<file path="src/rtl/serial_sub_pkg.sv">
// Shared types and sizing helpers for the chunk-serial subtractor.
// The optional signed-overflow output is enabled with SERIAL_SUB_OVF_EN.
package serial_sub_pkg;

   typedef enum logic [1:0] {
      IDLE = 2'd0,
      RUN  = 2'd1,
      DONE = 2'd2
   } state_e;

   function automatic int nchunk(input int width, input int chunk);
      return width / chunk;
   endfunction

   // A single-chunk build still needs a 1-bit counter.
   function automatic int cnt_width(input int n);
      return (n > 1) ? $clog2(n) : 1;
   endfunction

endpackage

</file>
<file path="src/rtl/sub_chunk.sv">
// Combinational CHUNK-bit borrow-ripple subtractor: d = a - b - bi, bo = borrow out.
module sub_chunk #(
   parameter int CHUNK = 8
) (
   input  logic [CHUNK-1:0] a,
   input  logic [CHUNK-1:0] b,
   input  logic             bi,
   output logic [CHUNK-1:0] d,
   output logic             bo
);

   logic brw;

   always_comb begin
      d   = '0;
      brw = bi;
      for (int i = 0; i < CHUNK; i++) begin
         d[i] = a[i] ^ b[i] ^ brw;
         brw  = (~a[i] & b[i]) | (~(a[i] ^ b[i]) & brw);
      end
      bo = brw;
   end

endmodule

</file>
<file path="src/rtl/serial_subtractor_32.sv">
// Multi-cycle unsigned subtractor, one CHUNK-bit slice per cycle, LSB chunk first.
// Define SERIAL_SUB_OVF_EN to add the registered signed-overflow output ovf.
module serial_subtractor_32
   import serial_sub_pkg::*;
#(
   parameter int WIDTH = 32,
   parameter int CHUNK = 8
) (
   input  logic             clk,
   input  logic             rst,
   input  logic             in_valid,
   output logic             in_ready,
   input  logic [WIDTH-1:0] in1,
   input  logic [WIDTH-1:0] in2,
   input  logic             bin,
   output logic             out_valid,
   input  logic             out_ready,
   output logic [WIDTH-1:0] diff,
   output logic             bout
`ifdef SERIAL_SUB_OVF_EN
  ,output logic             ovf
`endif
);

   localparam int NCHUNK = nchunk(WIDTH, CHUNK);
   localparam int CW     = cnt_width(NCHUNK);
   localparam logic [CW-1:0] LAST = CW'(NCHUNK - 1);

   if ((CHUNK <= 0) || (WIDTH % CHUNK != 0)) begin : g_bad_chunk
      $error("serial_subtractor_32: CHUNK must divide WIDTH exactly");
   end

   // Handshake: a transfer happens on a rising edge where valid and ready are both 1.
   // in_ready is high only in IDLE outside reset; out_valid is high only in DONE.

   state_e            state_q, state_d;
   logic [CW-1:0]     cnt_q, cnt_d;
   logic [WIDTH-1:0]  a_q, a_d;
   logic [WIDTH-1:0]  b_q, b_d;
   logic              brw_q, brw_d;
   logic [WIDTH-1:0]  diff_q, diff_d;
   logic              bout_q, bout_d;
   logic              ovf_q, ovf_d;

   logic [CHUNK-1:0]  a_slice, b_slice, slice_d;
   logic              slice_bo;

   always_comb begin
      a_slice = '0;
      b_slice = '0;
      for (int i = 0; i < NCHUNK; i++) begin
         if (cnt_q == CW'(i)) begin
            a_slice = a_q[i*CHUNK +: CHUNK];
            b_slice = b_q[i*CHUNK +: CHUNK];
         end
      end
   end

   sub_chunk #(.CHUNK(CHUNK)) u_sub_chunk (
      .a  (a_slice),
      .b  (b_slice),
      .bi (brw_q),
      .d  (slice_d),
      .bo (slice_bo)
   );

   always_comb begin
      state_d = state_q;
      cnt_d   = cnt_q;
      a_d     = a_q;
      b_d     = b_q;
      brw_d   = brw_q;
      diff_d  = diff_q;
      bout_d  = bout_q;
      ovf_d   = ovf_q;
      unique case (state_q)
         IDLE: begin
            if (in_valid) begin
               a_d     = in1;
               b_d     = in2;
               brw_d   = bin;
               cnt_d   = '0;
               state_d = RUN;
            end
         end
         RUN: begin
            for (int i = 0; i < NCHUNK; i++) begin
               if (cnt_q == CW'(i)) diff_d[i*CHUNK +: CHUNK] = slice_d;
            end
            brw_d = slice_bo;
            if (cnt_q == LAST) begin
               cnt_d   = '0;
               bout_d  = slice_bo;
               // The final slice carries the result msb.
               ovf_d   = (a_q[WIDTH-1] != b_q[WIDTH-1]) && (slice_d[CHUNK-1] != a_q[WIDTH-1]);
               state_d = DONE;
            end else begin
               cnt_d = cnt_q + CW'(1);
            end
         end
         DONE: begin
            if (out_ready) state_d = IDLE;
         end
         default: state_d = IDLE;
      endcase
   end

   always_ff @(posedge clk) begin
      if (rst) begin
         state_q <= IDLE;
         cnt_q   <= '0;
         a_q     <= '0;
         b_q     <= '0;
         brw_q   <= 1'b0;
         diff_q  <= '0;
         bout_q  <= 1'b0;
         ovf_q   <= 1'b0;
      end else begin
         state_q <= state_d;
         cnt_q   <= cnt_d;
         a_q     <= a_d;
         b_q     <= b_d;
         brw_q   <= brw_d;
         diff_q  <= diff_d;
         bout_q  <= bout_d;
         ovf_q   <= ovf_d;
      end
   end

   assign in_ready  = (state_q == IDLE) && !rst;
   assign out_valid = (state_q == DONE);
   assign diff      = diff_q;
   assign bout      = bout_q;
`ifdef SERIAL_SUB_OVF_EN
   assign ovf       = ovf_q;
`else
   logic unused_ovf;
   assign unused_ovf = ovf_q;
`endif

endmodule
</file>
<file path="config.mk">
export PLATFORM = sky130hd
export DESIGN_NAME = serial_subtractor_32
export DESIGN_NICKNAME = d
export VERILOG_FILES = /design/src/rtl/serial_sub_pkg.sv /design/src/rtl/sub_chunk.sv /design/src/rtl/serial_subtractor_32.sv
export SDC_FILE = /design/constraint.sdc
export NUM_CORES = 1
export LEC_CHECK = 0
export CORE_UTILIZATION = 50
export CTS_BUF_LIST = sky130_fd_sc_hd__clkbuf_4 sky130_fd_sc_hd__clkbuf_8 sky130_fd_sc_hd__clkbuf_16
export CTS_CLUSTER_DIAMETER = 150
export DETAILED_ROUTE_END_ITERATION = 7
export GPL_TIMING_DRIVEN = 0
export PLACE_DENSITY = 0.78
export RECOVER_POWER = 100
export SETUP_SLACK_MARGIN = 0.02
export SYNTH_ARGS = -nofsm -noshare
export SYNTH_HDL_FRONTEND = slang
export SYNTH_HIERARCHICAL = 1
export SYNTH_SLANG_ARGS = --single-unit
</file>
<file path="constraint.sdc">
create_clock -name clk -period 10.8 [get_ports clk]
set_clock_uncertainty 0.05 [all_clocks]
set_input_delay 1.08 -clock clk [delete_from_list [all_inputs] [get_ports clk]]
set_output_delay 1.08 -clock clk [all_outputs]
set_load 0.1 [all_outputs]
</file>
**After elaboration in Yosys (flattened, before gate mapping)**

Cells that the tools add are included.

- Bits in registers: 102
- Output and inout bits: 35

- Add/subtract/negate cells: 1
- Equal/unequal tests: 8
- Muxes and demuxes: 17
- Bitwise gates (word level): 56
- Reduce and logical (&&, ||, !) cells: 12

Operator list:

| cell | count |
|---|---|
| 8-bit two-way mux | 8 |
| 1-bit bitwise AND | 16 |
| 1-bit NOT | 16 |
| 1-bit XOR | 16 |
| 2-bit AND reduction | 6 |
| 2-bit two-way mux | 5 |
| 1-bit bitwise OR | 8 |
| 2-bit == test (second input constant) | 3 |
| 2-bit one-hot mux with 3 select lines | 1 |
| 2-bit by 1-bit == test with 1-bit output (second input constant) | 2 |
| 2-bit zero test | 2 |
| 2-bit inequality test (second input constant) | 2 |
| 2-bit one-hot mux with 2 select lines | 1 |
| 3-bit AND reduction | 1 |
| 2-bit by 1-bit adder with 2-bit output (second input constant) | 1 |
| 2-bit by 1-bit inequality test with 1-bit output (second input constant) | 1 |
| 1-bit one-hot mux with 2 select lines | 1 |
| 2-bit nonzero test | 1 |
| 1-bit logical AND | 1 |
| 1-bit zero test | 1 |
| 1-bit two-way mux | 1 |

**Depth between registers and ports, before layout**

- Depth in word-level cells: 24
- Depth in mapped cells: 21
- Mapped depth without buffers: 19

**Cells and area by module**

The synthesis kept the hierarchy.

Modules (own cells, without submodules):

| module | times used | cells an instance | area an instance (um2) | seq. area each (um2) |
|---|---|---|---|---|
| serial_subtractor_32 | 1 | 534 | 4401.7 | 2042.0 |
| sub_chunk | 1 | 26 | 227.7 | 0.0 |

**Worst setup path after synthesis**

No wires, ideal clock.

- Path kind: flip-flop to flip-flop
- Start: register cnt_q[1]
- End: register diff_q[31], in the netlist diff[31]
- Setup time: 132 ps
- Arrival time: 4550 ps
- Setup slack: 6068 ps
- Cell stages (with the launch flop): 21
- Path buffers: 3
- Period minus slack after synthesis: 4732 ps
- Cells stage by stage: dfxtp_1 > inv_1 > ha_1 > buf_2 > nor2b_4 > buf_6 > buf_6 > a221oi_2 > o31ai_2 > fa_1 > inv_1 > fa_1 > fa_1 > fa_1 > fa_1 > fa_1 > fa_1 > inv_1 > fa_1 > nand3_1 > a21oi_1

- Cells in the longest elaborated chain, start to end: 22
- Elaborated cells between the ends (all ways): 57

Ends and longest elaborated chain:

| what | line | source |
|---|---|---|
| from (decl) | serial_subtractor_32.sv:37 | `logic [CW-1:0] cnt_q, cnt_d;` |
| from (signal assigned) | serial_subtractor_32.sv:120 | `cnt_q <= cnt_d;` |
| 2-bit zero test | serial_subtractor_32.sv:52 | `if (cnt_q == CW'(i)) begin` |
| 8-bit two-way mux (3 in series) | serial_subtractor_32.sv:52 |  |
| 8-bit two-way mux * | serial_subtractor_32.sv:52 |  |
| named net a_slice[0] | serial_subtractor_32.sv:45 | `logic [CHUNK-1:0] a_slice, b_slice, slice_d;` |
| 1-bit XOR | sub_chunk.sv:19 | `brw = (~a[i] & b[i]) \| (~(a[i] ^ b[i]) & brw);` |
| 1-bit NOT | sub_chunk.sv:19 |  |
| 1-bit bitwise AND | sub_chunk.sv:19 |  |
| 1-bit bitwise OR * | sub_chunk.sv:19 |  |
| [6 not listed] | - |  |
| 1-bit bitwise AND * | sub_chunk.sv:19 |  |
| 1-bit bitwise OR * | sub_chunk.sv:19 |  |
| 1-bit bitwise AND * | sub_chunk.sv:19 |  |
| 1-bit bitwise OR * | sub_chunk.sv:19 |  |
| 1-bit bitwise AND * | sub_chunk.sv:19 |  |
| 1-bit bitwise OR * | sub_chunk.sv:19 |  |
| 1-bit XOR * | sub_chunk.sv:18 | `d[i] = a[i] ^ b[i] ^ brw;` |
| named net slice_d[7] | serial_subtractor_32.sv:45 |  |
| to (signal assigned) | serial_subtractor_32.sv:124 | `diff_q <= diff_d;` |
| to (decl) | serial_subtractor_32.sv:41 | `logic [WIDTH-1:0] diff_q, diff_d;` |

The timed path passes the listed nets; every way through them passes the cells marked *.
A chain may end at the register's enable or synchronous reset.

**Worst setup path in the final report**

- Start: register cnt_q[0]
- End: register diff_q[15], in the netlist diff[15]

The elaborated chain is that of the path after synthesis.

==> results.sh <==
export IMPL_crit_fanout=10
export IMPL_grt_overflow=0
export IMPL_status="finished with violations"
export IMPL_grt_max_degree=17
export IMPL_cts_setup_buffers=0
export IMPL_area_delta_synth_final_pct=28.1
export IMPL_arrival_ps=6450
export IMPL_ctsHoldBuffers=0
export IMPL_detail_route_wl_per_cell_um=15.4
export IMPL_syn_nets=641
export IMPL_postSynth_asyncResetShare_pct=0
export IMPL_cts_resized=0
export IMPL_cts_sinks=102
export IMPL_grt_pass1_wl_mm=20.1
export IMPL_yosysMostFrequentCell="nand2_1"
export IMPL_failed_checks="design-rule violations"
export IMPL_synth_warnings=6
export IMPL_antenna_found_initial=0
export IMPL_drive_gt1_share_pct=7.96
export IMPL_dp_hpwl_mm=9.17
export IMPL_clock_tree_buffer_depth=2
export IMPL_num_rows=34
export IMPL_setup_viol=0
export IMPL_worstSetupPathType="register to register"
export IMPL_root_buffer="clkbuf_8"
export IMPL_clk_pin_slew_ps=100
export IMPL_grt_pass1_vias=4187
export IMPL_worstSetupEndpointType="register"
export IMPL_drt_initial_drc_count=190
export IMPL_leakage_nw=2.29
export IMPL_netlist_area_leader_share_pct=44.1
export IMPL_synth_seq_cells=102
export IMPL_period_share_pct=58.1
export IMPL_synth_edf_count=0
export IMPL_io_buffers=102
export IMPL_vias=4210
export IMPL_hold_depth=2
export IMPL_finalNonFillerCells=786
export IMPL_ys_top_cells_by_area="dfxtp_1 44%, nand2_1 14%, a21oi_1 11%, buf_6 4.6%, nand3_1 3.6%"
export IMPL_vdd_drop_max_mv=0.0816
export IMPL_fin_crit_ps=6270
export IMPL_hp_class="register to register"
export IMPL_diodes=0
export IMPL_hold_viol=0
export IMPL_nets=754
export IMPL_first_pass_iters=7
export IMPL_whs_ps=408
export IMPL_ioPinCount=104
export IMPL_slew_headroom_pct=33.6
export IMPL_fp_dieW_um=98.2
export IMPL_core_area_sq_um=8850
export IMPL_slew_viol_final=0
export IMPL_rsz0062_at_grt="no"
export IMPL_ys_types=29
export IMPL_fmax_mhz=159
export IMPL_syn_cell_area_sq_um=4630
export IMPL_yosysSeqAreaShare_pct=44.1
export IMPL_cts_tree="done"
export IMPL_syn_avg_cell_area_sq_um=8.27
export IMPL_viasPerCell=5.36
export IMPL_routed_wl_mm=12.1
export IMPL_synthTopCellsByCount="177 x nand2_1, 102 x dfxtp_1, 98 x a21oi_1"
export IMPL_synth_ff_type="dfxtp_1"
export IMPL_start_kind="register"
export IMPL_dieArea_sq_um=9650
export IMPL_r2r_cells=20
export IMPL_place_congestion=0.878
export IMPL_htree_levels=3
export IMPL_place_inst=770
export IMPL_worstSkewPairLatency_ps=370
export IMPL_ant_nets=0
export IMPL_maxCapViolCount=0
export IMPL_initial_utilization_pct=52.3
export IMPL_fin_setup_tns_ps=0
export IMPL_die_y_um=98.2
export IMPL_track_usage_pct=26.5
export IMPL_p_per_area_nw_per_um2=152
export IMPL_cts_buffers=9
export IMPL_required_ps=10980
export IMPL_syn_inst=560
export IMPL_yosys_area_top_type="dfxtp_1"
export IMPL_drc=9
export IMPL_r2r_setup_slack_ps=4530
export IMPL_tightest_slew_ps=993
## layout by cell type (no fill, tap or decap), drive strengths merged, types with 2 or more instances in the layout
cell,count
nand2,177
dfxtp,102
a21oi,98
clkdlybuf4s50,66
clkbuf,39
dlygate4sd3,36
nand3,33
inv,22
nor2b,20
buf,19
a221oi,16
o31ai,16
fa,8
nand3b,4
nor2,4
ha,4
nor3,2
a22oi,2
bufinv,2
clkinv,2
## registers in the layout, summed over array words and instances, names as in the netlist
signal,flops
brw_q,1
state_q,2
a_q,32
b_q,32
cnt_q,2
bout,1
diff,32
## through the flow
step	area [sq um]	setup slack, ps	utilization (%)	power, mW
3_5_place_dp	5790	5680	65.4	0.637
3_3_place_gp	5790	5770	65.4	0.632
6_report	5930	4530	67.0	0.904
4_1_cts	6030	5650	68.1	0.911
2_1_floorplan	4630	6070	-	0.563
5_1_grt	5930	4190	67.0	0.944
## worst paths after layout
| check | from | to |
|---|---|---|
| min | diff[29]$_SDFFE_PP0P_ | diff[29]$_SDFFE_PP0P_ |
| max | cnt_q[0]$_SDFFE_PP0P_ | diff[15]$_SDFFE_PP0P_ |
| max reg2reg | cnt_q[0]$_SDFFE_PP0P_ | diff[15]$_SDFFE_PP0P_ |
| min reg2reg | diff[29]$_SDFFE_PP0P_ | diff[29]$_SDFFE_PP0P_ |
## layout make-up
| type | instances | area [sq um] |
|---|---|---|
| fillers | 725 | 2920 |
| multi-input cells | 390 | 2140 |
| flip-flops and latches | 102 | 2040 |
| repair buffers | 102 | 1020 |
| plain buffers | 46 | 265 |
| clock buffers | 12 | 165 |
| well taps | 108 | 135 |
| inverters | 22 | 82.6 |
| clock inverters | 4 | 77.6 |
## per-layer routing
layer | up-vias | share of wire, % | GRT usage (%)
met1 | 1939 | 43 | 33.5
met5 | - | 0 | 0
li1 | 2088 | - | -
met2 | 159 | 49 | 46.5
met4 | 0 | 2.0 | 7.69
met3 | 24 | 6.0 | 4.37
## critical path, stage by stage, from the launching register on
cell,delay (ps)
dfxtp_1,360
inv_1,100
ha_1,140
clkbuf_1,360
nor2b_1,190
clkbuf_1,270
clkbuf_1,580
a221oi_1,280
o31ai_1,460
fa_1,250
inv_1,50
fa_1,390
fa_1,390
fa_1,390
fa_1,380
fa_1,390
fa_1,380
inv_1,90
fa_1,480
nand3_1,110
a21oi_1,70
## report_power, final
part,switching (mW),total (mW),internal [mW]
registers,0.0119,0.409,0.397
clock network,0.133,0.283,0.151
logic,0.138,0.213,0.0743
## cells by family (layout without fill, tap and decap cells)
family                     after synthesis  in the layout  share of synthesized area [%]
muxes                                    1              1                          0.216
buffers and inverters                   68            186                           9.05
and+or+nand+nor                        243            243                           22.6
DFF                                    102            102                           44.1
AOI/OAI and AO/OA                      134            134                           19.5
adders and majority gates               12             12                           4.54
Note: power is estimated with default switching activity, not from simulation.
